### src/rtl/johnson_pkg.sv
// Shared types and decode helpers for the Johnson phase sequencer.
// Helpers take a zero-extended code plus the live stage count so one body serves any N.
package johnson_pkg;

    localparam int unsigned JC_MAX_W = 32;

    typedef enum logic [1:0] {
        IDLE,
        RUN_FREE,
        RUN_BURST,
        RECOVER
    } jc_state_e;

    localparam logic MODE_FREE  = 1'b0;
    localparam logic MODE_BURST = 1'b1;

    // Legal Johnson codes have at most one boundary between adjacent stages.
    function automatic logic jc_legal(input logic [JC_MAX_W-1:0] q, input int unsigned n);
        logic [JC_MAX_W-1:0] tmp;
        int unsigned         edges;
        tmp   = q;
        edges = 0;
        for (int unsigned i = 0; i < n; i++) begin
            if ((i + 1 < n) && (tmp[0] != tmp[1])) edges++;
            tmp = tmp >> 1;
        end
        return (edges <= 1);
    endfunction

    function automatic int unsigned jc_index(input logic [JC_MAX_W-1:0] q, input int unsigned n);
        logic [JC_MAX_W-1:0] tmp;
        int unsigned         pop;
        tmp = q;
        pop = 0;
        for (int unsigned i = 0; i < n; i++) begin
            if (tmp[0]) pop++;
            tmp = tmp >> 1;
        end
        tmp = q >> (n - 1);
        if (q == '0)  return 0;
        else if (tmp[0]) return pop;
        else          return 2 * n - pop;
    endfunction

endpackage

### src/rtl/johnson_phase_sequencer_core.sv
// N-bit Johnson shift register; load takes priority over shift.
module johnson_core #(
    parameter int unsigned N = 4
) (
    input  logic         clk,
    input  logic         reset,
    input  logic         shift_en_i,
    input  logic         load_en_i,
    input  logic [N-1:0] load_val_i,
    output logic [N-1:0] q_o
);

    logic [N-1:0] q_q;

    always_ff @(posedge clk) begin
        if (reset)           q_q <= '0;
        else if (load_en_i)  q_q <= load_val_i;
        else if (shift_en_i) q_q <= {~q_q[0], q_q[N-1:1]};
    end

    assign q_o = q_q;

endmodule

### src/rtl/johnson_phase_sequencer.sv
// Run/burst/pause controller around a Johnson counter with phase decode
// and self-recovery from illegal codes.
module johnson_phase_sequencer
    import johnson_pkg::*;
#(
    parameter int unsigned N     = 4,
    parameter int unsigned CNT_W = 8
) (
    input  logic                     clk,
    input  logic                     reset,
    input  logic                     start_i,
    input  logic                     mode_i,
    input  logic [CNT_W-1:0]         steps_i,
    input  logic                     hold_i,
    input  logic                     stop_i,
    input  logic                     load_i,
    input  logic [N-1:0]             load_val_i,
    output logic                     busy_o,
    output logic                     done_o,
    output logic [N-1:0]             jc_q_o,
    output logic [2*N-1:0]           phase_o,
    output logic [$clog2(2*N)-1:0]   phase_idx_o,
    output logic                     err_o
);

    localparam int unsigned IDX_W = $clog2(2 * N);
    localparam int unsigned PH_W  = 2 * N;

    jc_state_e          state_q;
    logic [CNT_W-1:0]   remaining_q;
    logic               busy_q;
    logic               done_q;
    logic               err_q;
    logic               was_run_q;

    logic [N-1:0]       jc_q;
    logic [JC_MAX_W-1:0] q_ext;
    logic [JC_MAX_W-1:0] load_ext;
    logic               q_illegal;
    logic               load_legal;
    logic               running;
    logic               last_step;
    logic               shift_en;
    logic               load_en;
    logic [N-1:0]       load_val;
    logic [IDX_W-1:0]   idx;

    assign q_ext      = JC_MAX_W'(jc_q);
    assign load_ext   = JC_MAX_W'(load_val_i);
    assign q_illegal  = !jc_legal(q_ext, N);
    assign load_legal = jc_legal(load_ext, N);
    assign running    = (state_q == RUN_FREE) || (state_q == RUN_BURST);
    assign last_step  = (state_q == RUN_BURST) && (remaining_q == CNT_W'(1));

    // stop_i suppresses the shift except on the final burst edge, where the step still completes.
    always_comb begin
        shift_en = 1'b0;
        load_en  = 1'b0;
        load_val = '0;
        if (q_illegal) begin
            load_en = 1'b1;
        end else if (running && !hold_i && (!stop_i || last_step)) begin
            shift_en = 1'b1;
        end else if ((state_q == IDLE) && load_i) begin
            load_en  = 1'b1;
            load_val = load_legal ? load_val_i : '0;
        end
    end

    johnson_core #(
        .N (N)
    ) u_core (
        .clk        (clk),
        .reset      (reset),
        .shift_en_i (shift_en),
        .load_en_i  (load_en),
        .load_val_i (load_val),
        .q_o        (jc_q)
    );

    always_ff @(posedge clk) begin
        if (reset) begin
            state_q     <= IDLE;
            remaining_q <= '0;
            busy_q      <= 1'b0;
            done_q      <= 1'b0;
            err_q       <= 1'b0;
            was_run_q   <= 1'b0;
        end else begin
            done_q <= 1'b0;
            if (q_illegal) begin
                state_q   <= RECOVER;
                busy_q    <= 1'b0;
                err_q     <= 1'b1;
                was_run_q <= running || ((state_q == RECOVER) && was_run_q);
            end else begin
                case (state_q)
                    IDLE: begin
                        if (load_i) begin
                            if (!load_legal) err_q <= 1'b1;
                        end else if (start_i) begin
                            err_q <= 1'b0;
                            if (mode_i == MODE_BURST) begin
                                if (steps_i == '0) begin
                                    done_q <= 1'b1;
                                end else begin
                                    state_q     <= RUN_BURST;
                                    busy_q      <= 1'b1;
                                    remaining_q <= steps_i;
                                end
                            end else begin
                                state_q <= RUN_FREE;
                                busy_q  <= 1'b1;
                            end
                        end
                    end
                    RUN_FREE: begin
                        if (stop_i) begin
                            state_q <= IDLE;
                            busy_q  <= 1'b0;
                            done_q  <= 1'b1;
                        end
                    end
                    RUN_BURST: begin
                        if (shift_en) begin
                            remaining_q <= remaining_q - CNT_W'(1);
                            if (last_step) begin
                                state_q <= IDLE;
                                busy_q  <= 1'b0;
                                done_q  <= 1'b1;
                            end
                        end else if (stop_i) begin
                            state_q <= IDLE;
                            busy_q  <= 1'b0;
                            done_q  <= 1'b1;
                        end
                    end
                    RECOVER: begin
                        state_q   <= IDLE;
                        done_q    <= was_run_q;
                        was_run_q <= 1'b0;
                    end
                    default: state_q <= IDLE;
                endcase
            end
        end
    end

    assign idx         = IDX_W'(jc_index(q_ext, N));
    assign jc_q_o      = jc_q;
    assign phase_idx_o = idx;
    assign phase_o     = PH_W'(1) << idx;
    assign busy_o      = busy_q;
    assign done_o      = done_q;
    assign err_o       = err_q;

endmodule

### config.mk
export PLATFORM = sky130hd
export DESIGN_NAME = johnson_phase_sequencer
export DESIGN_NICKNAME = d
export VERILOG_FILES = /design/src/rtl/johnson_pkg.sv /design/src/rtl/johnson_phase_sequencer_core.sv /design/src/rtl/johnson_phase_sequencer.sv
export SDC_FILE = /design/constraint.sdc
export NUM_CORES = 1
export LEC_CHECK = 0
export CAP_MARGIN = 0
export CORE_ASPECT_RATIO = 1.75
export CORE_UTILIZATION = 40
export DETAILED_ROUTE_END_ITERATION = 8
export PLACE_DENSITY = 0.69
export SLEW_MARGIN = 40
export SYNTH_ARGS = -nofsm -noshare
export SYNTH_HDL_FRONTEND = slang
export SYNTH_HIERARCHICAL = 1
export SYNTH_SLANG_ARGS = --single-unit
### constraint.sdc
create_clock -name clk -period 2.73 [get_ports clk]
set_input_delay 0.819 -clock clk [delete_from_list [all_inputs] [get_ports clk]]
set_output_delay 0.819 -clock clk [all_outputs]
set_load 0.03 [all_outputs]
[Word level (Yosys, flattened, before mapping)]
Cells that the tools add are included.
Word-level totals
  bits in registers: 18
  latch bits: 0
  memory bits (writable): 0
  bits in read-only memories: 0
  input port bits: 19
  output and inout port bits: 18
  word-level logic and storage cells: 128
  memories kept: 0
Cells by class
  add/sub/neg operators: 9
  $mul: 0
  div/mod/pow operators: 0
  magnitude comparators: 2
  equality and inequality tests: 25
  shift-type cells: 1
  multiplexer cells: 61
  bitwise operators: 2
  reductions and logical operators: 21
Operators by type and width (count)
  2-to-1 mux 32 bit: 4
  adder 32 x 1 -> 32 bit, second input constant: 2
  <= comparator 32 x 1 -> 1 bit, second input constant: 2
  2-to-1 mux 8 bit: 5
  zero test 32 bit: 1
  2-to-1 mux 1 bit: 29
  2-to-1 mux 4 bit: 6
  != test 3 bit, second input constant: 6
  2-to-1 mux 2 bit: 8
  one-hot mux 8 bit (2 select lines): 1
  2-to-1 mux 3 bit: 5
  != test 2 bit, second input constant: 5
  == test 8 x 1 -> 1 bit, second input constant: 1
  zero test 8 bit: 1
  != test 4 bit, second input constant: 2
  one-hot mux 2 bit (4 select lines): 1
  << shifter 1 x 3 -> 8 bit, first input constant: 1
  subtractor 8 x 1 -> 8 bit, second input constant: 1
  AND reduction 7 bit: 1
  adder 1 x 1 -> 2 bit, second input constant: 3
  adder 3 x 1 -> 3 bit, second input constant: 2
  != test 1 bit: 6
  logical AND 1 bit: 5
  AND reduction 5 bit: 1
  other kinds (15): 22

[Depth between registers and ports, before layout]
Gate-level depths: netlist of the first run.
  depth after elaboration: 12
  mapped depth: 12

[Cells and area by module]
Netlist of the first run, hierarchy kept.
By module, submodules not included
  johnson_phase_sequencer: instances 1, cells an instance 183, area an instance 1436.4 µm²
  johnson_core: instances 1, cells an instance 18, area an instance 182.7 µm²

[Worst setup path before layout of the first run]
OpenSTA, ideal clock, no wires.
  kind: reg-to-output
  from: register u_core.q_q[1] (netlist: u_core/q_o[1])
  to: output phase_o[2]
  data arrival time: 3.088 ns
  path slack: -1.177 ns
  cell stages (with the launch flop): 11
  cell sequence: dfxtp_1 -> inv_1 -> ha_1 -> xor2_1 -> ha_1 -> mux2i_1 -> ha_1 -> mux2i_1 -> a21oi_1 -> nand2_1 -> nor2_1
Between the ends
  word-level cells in the longest chain between the ends: 9
  elaborated cells between the ends (all ways): 10
Ends and longest elaborated chain
  from (decl): RTL line johnson_phase_sequencer_core.sv:13  | logic [N-1:0] q_q;
  from (signal assigned): RTL line johnson_phase_sequencer_core.sv:17  | else if (load_en_i) q_q <= load_val_i;
  from (signal assigned): RTL line johnson_phase_sequencer_core.sv:18  | else if (shift_en_i) q_q <= {~q_q[0], q_q[N-1:1]};
  2-to-1 mux 3 bit: RTL line johnson_pkg.sv:36  | if (tmp[0]) pop++;
  adder 3 x 1 -> 3 bit: RTL line johnson_pkg.sv:36
  2-to-1 mux 3 bit: RTL line johnson_pkg.sv:36
  adder 3 x 1 -> 3 bit: RTL line johnson_pkg.sv:36
  2-to-1 mux 3 bit: RTL line johnson_pkg.sv:36
  subtractor 1 x 3 -> 3 bit: RTL line johnson_pkg.sv:42  | else return 2 * n - pop;
  2-to-1 mux 3 bit: RTL line johnson_pkg.sv:41  | else if (tmp[0]) return pop;
  2-to-1 mux 3 bit *: RTL line johnson_pkg.sv:40  | if (q == '0) return 0;
  named net phase_idx_o[1]: RTL line johnson_phase_sequencer.sv:22  | output logic [$clog2(2*N)-1:0] phase_idx_o,
  << shifter 1 x 3 -> 8 bit *: RTL line johnson_phase_sequencer.sv:152  | assign phase_o = PH_W'(1) << idx;
  to (decl): RTL line johnson_phase_sequencer.sv:21  | output logic [2*N-1:0] phase_o,
The timed path passes the listed nets; every way through them passes the cells marked *.

[Worst setup path in the final report of the first run]
  from: register u_core.q_q[1] (netlist: u_core/q_o[1])
  to: output phase_o[0]
Between the ends
  word-level cells in the longest chain between the ends: 9
  elaborated cells between the ends (all ways): 10
Ends and longest elaborated chain (RTL line)
  2-to-1 mux 3 bit: johnson_pkg.sv:36
  adder 3 x 1 -> 3 bit: johnson_pkg.sv:36
  2-to-1 mux 3 bit: johnson_pkg.sv:36
  adder 3 x 1 -> 3 bit: johnson_pkg.sv:36
  2-to-1 mux 3 bit: johnson_pkg.sv:36
  subtractor 1 x 3 -> 3 bit: johnson_pkg.sv:42
  2-to-1 mux 3 bit: johnson_pkg.sv:41
  2-to-1 mux 3 bit *: johnson_pkg.sv:40
  << shifter 1 x 3 -> 8 bit *: johnson_phase_sequencer.sv:152
Every way passes the cells marked *; elsewhere a longest branch is shown, timed or not.

==> run summary, run 1 <==
The length of the first detailed-routing pass in iterations is 4. The path class of the tightest hold or removal check is reg -> reg. 37 I/O pins were placed.

Across all layers, the routed design uses approximately 1800 vias. For this block, the routed nets add up to 4790 um of wire. The first global-routing pass estimated 7650 um of wire. The arrival time at the worst endpoint is 2.61 ns. After synthesis the netlist holds a flip-flop and latch count of 18. The clock latency at the later pin of the worst-skew pair came out at around 0.26 ns. The slack of the critical path is -0.695 ns. The hold buffer count at CTS is 0.

The final cycle utilization of the critical path came out at 125%. The final core utilization is between 60 and 70%. The root buffer cell chosen for the clock tree is clkbuf_8. The run finished, with violations left.

The all-layer global routing usage is between 20% and 30%. For this run, the post-layout net count is about 300. Setup violations remaining at the end of the flow were counted as 11. The die area is 4320 um2. The number of library cell types mapped by synthesis is 51.

The worst-path maximum fanout is 4. The final period demand of the worst path came out at approximately 3.4 ns. The fmax came out at 292 MHz. The fraction of final layout cells sized beyond drive strength 1 is a little under a third. The checks that failed: negative setup slack. The via count of the first global-routing pass is 1738. Among all flip-flop cells after synthesis, the most frequent one is dfxtp_1. The antenna cell count came out at 0. The number of nets produced by synthesis is between 200 and 250. After synthesis, the cell types taking the most area are dfxtp_1 (22%), ha_1 (8.5%), nand2_1 (4.6%). The post-synthesis sequential area ratio came out at 22.3%. The path type of the worst setup path is reg -> out.

The floorplan die height is 86.2 um. Setup repair after global routing could not meet its margin everywhere. The synthesis-to-layout area growth came out at 53.9%. The setup skew after layout is between 0.0015 and 0.002 ns. The required time at the worst-slack endpoint is roughly 1.9 ns.

The transition time of the tightest slew-check pin came out at 0.426 ns. Clock-pin slew was measured on the worst setup and hold paths at 0.07 ns. The detailed router finished its first iteration with 33 violations.

The overall die width came out at about 50 um. The final number of max-transition violations is 0. The half-perimeter wire length of the detailed placement result is around 3700 um. Summed over all layers, the global routing overflow is 0. The worst register-to-register path has a setup slack of around 0.10 ns. The initial antenna violation count was 0.

The mean cell area of the mapped netlist is about 8.1 um2. The H-tree depth reported by CTS is 1. The post-synthesis instance area came out at about 1600 um2. The TritonCTS sink count is 18. In the final routed layout, each cell accounts on average for 15.2 um. The initial utilization of the core area, before any placement, comes to between 40% and 50%. The count of warnings emitted by yosys is 6. The maximum count of clock buffers along a single path is 2. The number of buffers added on ports is 36. The via count normalized by instance count is about 5.6.

For this run, asynchronously set or reset flops after synthesis account for 0%. After floorplanning, the core was divided into 30 placement rows. dfxtp_1 takes more of the synthesized area than any other cell. The number of CTS-inserted buffers came out at 3. The worst slew slack as a fraction of its limit came out at a little under three quarters.

The area of the core came out at 3870 um2. The DRC violation count after routing is 0. The total of max-cap violations is 0.

The worst setup path is launched from a flip-flop. The pin count of the biggest net entering global routing came out at 20. The final number of hold-violating endpoints is 0.

The clock tree from TritonCTS is yes. Once detail routing completed, the nets flagged for antenna violations numbered 0. The number of synthesized flops with an enable pin is 0. Routability-driven placement finished with a final weighted congestion of slightly below 0.8. Synthesis handed over a netlist of roughly 200 instances. The share of Yosys cell area claimed by the top area cell type is roughly 22%.

The worst setup path is captured at a primary output.
==> placed cells by master (no fill, tap or decap), types with 5 or more instances in the layout <==
master,count
dfxtp_1,15
and2_1,5
clkdlybuf4s50_1,25
a21oi_1,11
buf_4,34
ha_1,8
nand2_1,19
a211oi_1,7
nand2b_1,5
inv_1,12
nor2_1,8
buf_6,10
a32o_1,6
==> registers in the layout, summed over array words and instances (netlist names) <==
signal,flops
done_o,1
u_core/q_o,4
busy_o,1
remaining_q,8
err_o,1
was_run_q,1
state_q,2
==> worst paths after layout <==
check / startpoint / endpoint / cells after the start
setup / recovery: u_core/q_o[1]$_SDFFE_PP0P_ / phase_o[0] / 13
hold / removal: busy_o$_SDFFE_PP0P_ / busy_o$_SDFFE_PP0P_ / 2
setup reg to reg: u_core/q_o[3]$_SDFFE_PP0P_ / remaining_q[4]$_SDFFE_PP0P_ / 9
hold reg to reg: busy_o$_SDFFE_PP0P_ / busy_o$_SDFFE_PP0P_ / 2
==> repair_timing <==
item	in CTS	in global routing
gates resized for setup	11	18
setup buffers	2	1
pin swaps	3	5
setup endpoints to repair	11	15
==> per-layer routing <==
metal,wire (um),global-route usage [%],vias up
li1,-,-,871
met1,1660,20.5,838
met2,2950,49.0,41
met3,88,2.48,9
met4,102,8.83,0
met5,0,0,-
==> metrics by stage <==
step / cells / setup TNS (ns) / area (um2) / hold WS, ns / worst slack, ns
3_3_place_gp: 308 / -2.77 / 2280 / 0.458 / -0.321
4_1_cts: 314 / -5.99 / 2380 / 0.478 / -0.657
6_report: 315 / -6.20 / 2490 / 0.475 / -0.695
2_1_floorplan: 201 / -4.14 / 1710 / 0.447 / -0.584
5_1_grt: 315 / -7.49 / 2490 / 0.488 / -0.796
3_5_place_dp: 308 / -3.55 / 2280 / 0.468 / -0.415
==> synthesized netlist by cell type, drive strengths merged, types with 6 or more instances <==
cell type,n
a211oi,7
a21oi,13
a32o,7
dfxtp,18
ha,11
inv,15
mux2i,6
nand2,20
nand2b,6
nor2,13
nor3,7
o21ai,6
xor2,6
==> logic make-up (layout without fill, tap and decap cells) <==
group	Yosys count	count (layout)	share of synthesized area, %
AND/OR/NAND/NOR	77	77	26.7
AO/OA/AOI/OAI	57	57	26.1
buffers and inverters	22	88	6.57
flip-flops	18	18	22.3
adder cells (fa/ha/maj)	12	12	9.74
XOR/XNOR	9	9	4.87
multiplexers	6	6	3.71
==> cell type report <==
type	count	area, um2
flip-flops and latches	18	369
fillers	345	1380
well taps	48	60.1
multi-input cells	161	1340
repair buffers	69	618
clock buffers	4	45.0
inverters	15	62.6
==> worst max-delay path, stage by stage (launching register included) <==
cell and delay (ns):
dfxtp_4 0.36, inv_2 0.04, ha_4 0.25, xor2_4 0.19, ha_4 0.29, mux2i_4 0.07
ha_4 0.16, nand2b_1 0.07, o21ai_2 0.08, xor2_2 0.20, nand2_2 0.12, clkinvlp_4 0.19
nor3_4 0.16, buf_6 0.15
Power of run 1 is left out: the tool's default activity adds up to more than one toggle a clock period on the data nets, which glitch-free logic cannot reach.
==> inputs of run 2 (changes only) <==
CTS_CLUSTER_DIAMETER = 100   (was not set)
REMOVE_ABC_BUFFERS = 1   (was not set)
==> run summary, run 2 (same netlist as run 1, synthesis figures left out) <==
The fmax is 296 MHz (was 292 MHz). The total I/O pin count is 37 (unchanged). The DRC violation count after routing was 0 (unchanged). The number of filler instances in the final layout came to 353 (was 345). The overall die width came out at 50.1 um (unchanged). The synthesis-to-layout area growth is 46.4% (was 53.9%). The maximum count of clock buffers along a single path is 2 (unchanged). Failing checks: negative setup slack (unchanged). The total number of vias is 1753 (was 1759).

The total setup violations reported at the end of the flow is 11 (unchanged). The minimum setup slack among reg-to-reg paths is 0.20 ns (was 0.10 ns). The path type of the worst setup path is reg -> out (unchanged). The placement row count came out at 30 (unchanged). The final cycle utilization of the critical path came out at 124% (was 125%).

The number of buffers added on ports is 36 (unchanged). The slack of the critical path is -0.644 ns (was -0.695 ns). The die area is 4320 um2 (unchanged).

The antenna cell count came out at 0 (unchanged). The remaining number of nets flagged by the antenna check after routing came out at 0 (unchanged). The beginning of the worst hold path is busy_o$_SDFFE_PP0P_ (unchanged). The final period demand of the worst path came out at 3.37 ns (was 3.42 ns). The worst slew slack as a fraction of its limit was 71.9% (was 71.3%). The post-layout net count is 296 (was 299). The total of max-cap violations came out at 0 (unchanged).

The flip-flop count of the largest register after layout is 8 (unchanged). The violation count after the first detailed-route iteration came out at 34 (was 33). The routed wire length per instance is 14.3 um (was 15.2 um). The buffer cell driving the clock tree root is clkbuf_8 (unchanged). The fraction of final layout cells sized beyond drive strength 1 came out at 27.4% (was 31.8%).

The worst-path maximum fanout is 4 (unchanged). The startpoint of the worst register-to-register path is u_core/q_o[3]$_SDFFE_PP0P_ (unchanged). The class of the most critical hold timing path is reg -> reg (unchanged). The final cell count without fillers was 311 (was 315). The clock slew at the register clock pins of the worst setup and hold paths is 0.07 ns (about the same).

The number of instances in the placed design is 304 (was 308). The starting density of the core came out at 41.9% (unchanged). The most flop-heavy register is remaining_q (unchanged). The TritonCTS sink count is 18 (unchanged).

The arrival time at the worst endpoint came to 2.55 ns (was 2.61 ns). The total congestion overflow came to 0 (unchanged). The floorplan die height is 86.2 um (unchanged). The all-layer global routing usage came to 21.3% (was 23.1%). The via count of the first global-routing pass was 1653 (was 1738).

The half-perimeter wire length of the detailed placement result was 3280 um (was 3680 um). The overall routed net length came out at 4430 um (was 4790 um). The sort of element at the end of the critical path is a primary output (unchanged). The area of the core was 3870 um2 (unchanged). The hold buffer count at CTS is 0 (unchanged). The clock latency at the later pin of the worst-skew pair is 0.25 ns (was 0.26 ns). The endpoint of the worst hold path is busy_o$_SDFFE_PP0P_ (unchanged).

The pin count of the biggest net entering global routing is 19 (was 20). The depth of the most critical reg-to-reg path came out at 8 (was 9). The sort of element at the start of the critical path was a flip-flop (unchanged). The clock tree from TritonCTS is yes (unchanged). The tightest hold margin came to 0.479 ns (was 0.475 ns). Top library cells by usage in the layout, fill and taps aside: buf_4 (34), clkdlybuf4s50_1 (25), nand2_1 (19), dfxtp_1 (16) (was buf_4 (34), clkdlybuf4s50_1 (25), nand2_1 (19), dfxtp_1 (15), inv_1 (12)).

Result of the run: complete, but fails checks (unchanged). The hold-critical path depth is 2 (unchanged). The final weighted congestion in routability-driven placement came out at 0.834 (was 0.769). The transition time of the tightest slew-check pin came out at 0.418 ns (was 0.426 ns). The capturing point of the worst reg2reg path is remaining_q[2]$_SDFFE_PP0P_ (was remaining_q[4]$_SDFFE_PP0P_). The final number of hold-violating endpoints was 0 (unchanged). The most frequent standard cell in the layout excluding fill and tap cells is buf_4 (unchanged). The number of CTS-inserted buffers came out at 3 (unchanged). The H-tree depth reported by CTS came to 1 (unchanged). The pre-CTS setup slack is -0.450 ns (was -0.415 ns). The length of the first detailed-routing pass in iterations came out at 4 (unchanged). The initial antenna violation count came to 0 (unchanged). The post-route setup TNS came out at -5.81 ns (was -6.20 ns). The final number of max-transition violations is 0 (unchanged). RSZ-0062 raised after global routing: true (unchanged).

The required time at the worst-slack endpoint was 1.91 ns (about the same). The via count normalized by instance count is 5.64 (was 5.58). The first-pass GRT wire length came out at 7190 um (was 7650 um).

The setup skew after layout is 0.00313 ns (was 0.00186 ns).
[run 2: worst max-delay path by stage]
stage,startpoint,endpoint,slack (ns)
floorplan,u_core/q_o[1]$_SDFFE_PP0P_,phase_o[2],-1.18
global placement,u_core/q_o[0]$_SDFFE_PP0P_,phase_o[0],-0.39
detailed placement,u_core/q_o[0]$_SDFFE_PP0P_,phase_o[0],-0.45
CTS,u_core/q_o[1]$_SDFFE_PP0P_,phase_o[4],-0.61
global route,u_core/q_o[0]$_SDFFE_PP0P_,phase_o[0],-0.79
finish,u_core/q_o[0]$_SDFFE_PP0P_,phase_o[2],-0.64
[run 2: cell type report]
cell class              count  area, um2  area share (%)
multi-input cells         161       1260            53.3
repair buffers             66        584            24.6
clock buffers               3       41.3            1.74
inverters                  15       58.8            2.48
well taps                  48       60.1            2.53
flip-flops and latches     18        363            15.3
[run 2: what timing repair did]
item	CTS	global route
gates resized for setup	18	16
hold endpoints to repair	0	0
endpoints found under the setup margin	11	11
pin swaps	9	6
buffers inserted	1	5
[run 2: critical path, stage by stage (launching register included)]
cell and delay (ns):
dfxtp_2 0.34, inv_2 0.05, ha_4 0.24, xor2_2 0.15, ha_1 0.32, mux2i_1 0.15
ha_2 0.18, nand2b_1 0.06, o21ai_2 0.08, xor2_1 0.25, nand2_2 0.16, inv_4 0.11
nor2_1 0.05, buf_4 0.16
[run 2: per-layer routing]
layer | up-vias | GRT usage, % | share of wire (%)
li1 | 869 | - | -
met1 | 839 | 22.3 | 41
met2 | 38 | 41.6 | 55
met3 | 7 | 1.77 | 2.5
met4 | 0 | 8.57 | 1.8
met5 | - | 0 | 0
[run 2: stage by stage]
step                      area (um2)  utilization (%)
final                           2370             61.3
after global placement          2160             55.8
after detailed placement        2160             55.8
after floorplan                 1570                -
after CTS                       2270             58.6
after global routing            2370             61.3
Power of run 2 is left out for the same reason.
==> inputs of run 3 (changes only) <==
CORE_ASPECT_RATIO = not set   (was 1.75)
GPL_TIMING_DRIVEN = 0   (was not set)
TNS_END_PERCENT = 1   (was not set)
==> run summary, run 3 (same netlist as run 1, synthesis figures left out) <==
The minimum setup slack among reg-to-reg paths is 0.16 ns (was 0.20 ns). The total of max-cap violations came out at 0 (unchanged). The fraction of final layout cells sized beyond drive strength 1 is 22.7% (was 27.4%).

The final number of max-transition violations is 0 (unchanged). The clock latency at the later pin of the worst-skew pair is 0.27 ns (was 0.25 ns). The starting density of the core is 42.9% (was 41.9%). The overall die width came out at 65.6 um (was 50.1 um). The half-perimeter wire length of the detailed placement result was 2890 um (was 3280 um).

The DRC violation count after routing came out at 0 (unchanged). The required time at the worst-slack endpoint came out at 1.91 ns (about the same). The pin count of the biggest net entering global routing came out at 20 (was 19). The floorplan die height is 65.6 um (was 86.2 um).

The final cycle utilization of the critical path came to 124% (about the same). The remaining number of nets flagged by the antenna check after routing is 0 (unchanged). The initial antenna violation count is 0 (unchanged). The sort of element at the start of the critical path is a flip-flop (unchanged). The placement row count came out at 22 (was 30). The overall routed net length was 3950 um (was 4430 um). The via count normalized by instance count came out at 5.46 (was 5.64).

The final number of hold-violating endpoints is 0 (unchanged). The clock tree from TritonCTS was yes (unchanged). The worst-path maximum fanout came out at 6 (was 4).

The arrival time at the worst endpoint is 2.55 ns (about the same). The via count of the first global-routing pass is 1524 (was 1653). The total number of vias is 1584 (was 1753). The most frequent standard cell in the layout excluding fill and tap cells is clkdlybuf4s50_1 (was buf_4). The area of the core is 3770 um2 (was 3870 um2). The final period demand of the worst path is 3.37 ns (about the same).

The total congestion overflow is 0 (unchanged). The path type of the worst setup path is reg -> out (unchanged). The maximum count of clock buffers along a single path came out at 2 (unchanged). The flip-flop count of the largest register after layout came out at 8 (unchanged). The total I/O pin count is 37 (unchanged). The H-tree depth reported by CTS is 1 (unchanged). The slack of the critical path is -0.644 ns (about the same). The TritonCTS sink count is 18 (unchanged). The number of CTS-inserted buffers is 3 (unchanged). The buffer cell driving the clock tree root is clkbuf_8 (unchanged). The capturing point of the worst reg2reg path is u_core/q_o[1]$_SDFFE_PP0P_ (was remaining_q[2]$_SDFFE_PP0P_). The violation count after the first detailed-route iteration came out at 69 (was 34). The start point of the critical path is u_core/q_o[0]$_SDFFE_PP0P_ (unchanged). The depth of the most critical reg-to-reg path is 7 (was 8).

The synthesis-to-layout area growth came to 35.3% (was 46.4%). The all-layer global routing usage came out at 19.5% (was 21.3%). The first-pass GRT wire length came to 6630 um (was 7190 um). The post-route setup TNS came out at -5.99 ns (was -5.81 ns). The clock slew at the register clock pins of the worst setup and hold paths is 0.07 ns (about the same).

Result of the run: complete, but fails checks (unchanged). The startpoint of the worst register-to-register path is u_core/q_o[3]$_SDFFE_PP0P_ (unchanged). The capturing element of the worst setup path is phase_o[4] (was phase_o[2]). Failing checks: negative setup slack (unchanged). The final weighted congestion in routability-driven placement is 0.832 (was 0.834). Top library cells by usage in the layout, fill and taps aside: clkdlybuf4s50_1 (25), nand2_1 (19), buf_4 (17), dfxtp_1 (14) (was buf_4 (34), clkdlybuf4s50_1 (25), nand2_1 (19), dfxtp_1 (16)). The worst slew slack as a fraction of its limit came out at 50.8% (was 71.9%). The setup skew after layout is 0.00608 ns (was 0.00313 ns). The antenna cell count came to 0 (unchanged). The number of buffers added on ports is 36 (unchanged). The transition time of the tightest slew-check pin is 0.736 ns (was 0.418 ns). The total setup violations reported at the end of the flow came to 11 (unchanged).

The die area came to 4310 um2 (was 4320 um2). The fmax is 296 MHz (about the same). The class of the most critical hold timing path is reg -> reg (unchanged).

The most flop-heavy register was remaining_q (unchanged). The hold buffer count at CTS came out at 0 (unchanged). The routed wire length per instance came out at 13.6 um (was 14.3 um). The post-layout net count was 274 (was 296). The length of the first detailed-routing pass in iterations came to 4 (unchanged). RSZ-0062 raised after global routing: true (unchanged). The sort of element at the end of the critical path is a primary output (unchanged).
run 3: changes by cell type in the layout (fill, tap and decap cells not counted), moves of 2 or more:
cell,change
buf_4,-17
buf_6,-7
clkdlybuf4s15_2,+2
dfxtp_4,+2
dfxtp_1,-2
run 3: stage by stage:
step	setup WS, ns	utilization [%]	cells	hold WS [ns]	instance area, um2
2_1_floorplan	-1.18	-	194	0.447	1570
3_3_place_gp	-1.13	52.8	278	0.465	1990
3_5_place_dp	-1.18	52.8	278	0.474	1990
4_1_cts	-0.661	55.8	288	0.484	2110
5_1_grt	-0.783	58.1	290	0.528	2190
6_report	-0.644	58.1	290	0.485	2190
run 3: how the worst min path moves through the flow:
stage	start	to	slack (ns)	cells past startpoint
after floorplan	was_run_q$_SDFFE_PP0P_	done_o$_SDFF_PP0_	0.45	2
after global placement	busy_o$_SDFFE_PP0P_	busy_o$_SDFFE_PP0P_	0.47	2
after detailed placement	busy_o$_SDFFE_PP0P_	busy_o$_SDFFE_PP0P_	0.47	2
after CTS	busy_o$_SDFFE_PP0P_	busy_o$_SDFFE_PP0P_	0.48	2
after global routing	busy_o$_SDFFE_PP0P_	busy_o$_SDFFE_PP0P_	0.53	2
final	busy_o$_SDFFE_PP0P_	busy_o$_SDFFE_PP0P_	0.49	2
run 3: cell type report:
type,count,area (um2)
clock buffer,4,55.1
fill,360,1580
inverter,15,58.8
multi-input combinational,161,1250
sequential,18,370
tap,48,60.1
timing repair buffer,44,400
run 3: repair_timing:
item                       in CTS  in global routing
setup endpoints to repair      11                 23
pin swaps                       8                  9
gates resized for setup        74                 18
setup buffers                   6                  2
run 3: metal layers:
layer	up-vias	GRT usage (%)	routed length, um
li1	819	-	-
met1	716	23.0	1790
met2	42	34.8	1950
met3	7	3.65	137
met4	0	6.79	76
met5	-	0	0
run 3: worst max-delay path, cell delays in order, from the launching register on:
cell and delay, ns:
dfxtp_4 0.38, inv_4 0.04, ha_4 0.24, xor2_2 0.15
ha_1 0.32, mux2i_1 0.17, ha_2 0.31, mux2i_4 0.17
a21oi_4 0.07, buf_4 0.15, nor3_2 0.13, buf_4 0.17
Power of run 3 is left out for the same reason.
==> variant (flow settings as in run 1) <==
Encoding of `jc_state_e`: now one-hot (4 bits for 4 states).
--- a/src/rtl/johnson_pkg.sv
+++ b/src/rtl/johnson_pkg.sv
@@ -5,9 +5,9 @@
     localparam int unsigned JC_MAX_W = 32;
 
-    typedef enum logic [1:0] {
-        IDLE,
-        RUN_FREE,
-        RUN_BURST,
-        RECOVER
+    typedef enum logic [3:0] {
+        IDLE      = 4'b0001,
+        RUN_FREE  = 4'b0010,
+        RUN_BURST = 4'b0100,
+        RECOVER   = 4'b1000
     } jc_state_e;
 
Check against the original RTL: same outputs for any inputs over 4 cycles, from zero or initial values and one cycle with reset high; so few cycles prove little.
==> variant against run 1 <==
  * Synthesized area is 8.3% higher
  * Setup slack better by 33 ps
  * The flow still finishes with violations (negative setup slack)
  * Worst hold slack better by 64 ps
  * Core utilization down 2.7 points
  * Clock skew is 10 ps higher
  * Final area up 3.9%
  * Critical path type unchanged
  * Wire length up 9.3%
  * Sequential cell count up 2
==> variant: results (changes against run 1) <==
<table>
<tr><th>Metric</th><th>Value</th></tr>
<tr><th colspan="2">Run status</th></tr>
<tr><td>Result of the run</td><td>finished, violations left (unchanged)</td></tr>
<tr><td>Violations in the final reports</td><td>negative setup slack (unchanged)</td></tr>
<tr><th colspan="2">Detailed routing</th></tr>
<tr><td>Detailed-route vias per instance</td><td>5.65 (was 5.58)</td></tr>
<tr><td>Routed met3 length</td><td>98 µm (was 88 µm)</td></tr>
<tr><td>Total Wirelength</td><td>5.24 mm (was 4.79 mm)</td></tr>
<tr><td>Post-Route M1 WL</td><td>1.85 mm (was 1.66 mm)</td></tr>
<tr><th colspan="2">Setup path</th></tr>
<tr><td>Top fanout value on the critical path</td><td>5 (was 4)</td></tr>
<tr><td>Data arrival time at the worst-slack endpoint</td><td>2570 ps (was 2610 ps)</td></tr>
<tr><th colspan="2">Global routing</th></tr>
<tr><td>Global-route total usage across every layer</td><td>0.240 (was 0.231)</td></tr>
<tr><td>Met2 demand-to-capacity share in global routing</td><td>0.486 (was 0.490)</td></tr>
<tr><th colspan="2">Layout</th></tr>
<tr><td>Non-clk buf share</td><td>0.237 (was 0.248)</td></tr>
<tr><td>Clock tree cell share of total cell area</td><td>0.0256 (was 0.0181)</td></tr>
<tr><td>Final cell utilization of the core</td><td>0.618 (was 0.644)</td></tr>
<tr><td>Filler cell count</td><td>390 (was 345)</td></tr>
<tr><td>Count of multi-input combinational gates</td><td>173 (was 161)</td></tr>
<tr><td>Total area of multi-input combinational cells</td><td>1370 µm² (was 1340 µm²)</td></tr>
<tr><th colspan="2">STA</th></tr>
<tr><td>Setup TNS</td><td>-5860 ps (was -6200 ps)</td></tr>
<tr><td>Worst slew slack as a fraction of its limit</td><td>0.660 (was 0.713)</td></tr>
<tr><td>Final setup violating endpoints</td><td>11 (unchanged)</td></tr>
<tr><td>Setup slack of the critical path after layout</td><td>-661 ps (was -695 ps)</td></tr>
<tr><th colspan="2">Synthesis</th></tr>
<tr><td>Adder-cell share of the synthesized area</td><td>0.0728 (was 0.0974)</td></tr>
<tr><td>Number of nets produced by synthesis</td><td>248 (was 232)</td></tr>
<tr><td>Synthesized area</td><td>1750 µm² (was 1620 µm²)</td></tr>
<tr><td>Post-Synthesis Cells</td><td>221 (was 201)</td></tr>
<tr><th colspan="2">Placement</th></tr>
<tr><td>Routability Congestion</td><td>0.811 (was 0.769)</td></tr>
<tr><td>Placed cell count</td><td>326 (was 308)</td></tr>
<tr><td>Pre-CTS WS</td><td>-370 ps (was -415 ps)</td></tr>
<tr><th colspan="2">Hold path</th></tr>
<tr><td>Hold Path Origin</td><td>was_run_q (was busy_o)</td></tr>
</table>
## variant: cell count changes after synthesis, sizes merged, moves of 3 or more
| cell | before | now |
|---|---|---|
| a32o | 7 | 0 |
| and2b | 3 | 0 |
| clkbuf | 1 | 4 |
| ha | 11 | 7 |
| inv | 15 | 18 |
| nor2 | 13 | 20 |
| nor3b | 0 | 5 |
| nor4 | 2 | 6 |
| o2111ai | 3 | 0 |
| or3 | 3 | 0 |
## variant: power by group
group	switching (mW)	total (mW)	internal [mW]
registers	0.145	0.528	0.383
clock network	0.114	0.273	0.159
logic	1.35	2.48	1.13
total	1.61	3.28	1.67
## variant: path summary, 6_finish.rpt
check,endpoint,slack (ps)
worst max register to register,u_core/q_o[0],350
worst max-delay path,phase_o[6],-660
worst min-delay path,was_run_q,540
worst min register to register,was_run_q,540
## variant: what timing repair did
item,CTS,global route
pin swaps,5,4
hold buffers,0,0
endpoints found under the setup margin,11,11
gates resized for setup,12,5
buffers inserted,1,3
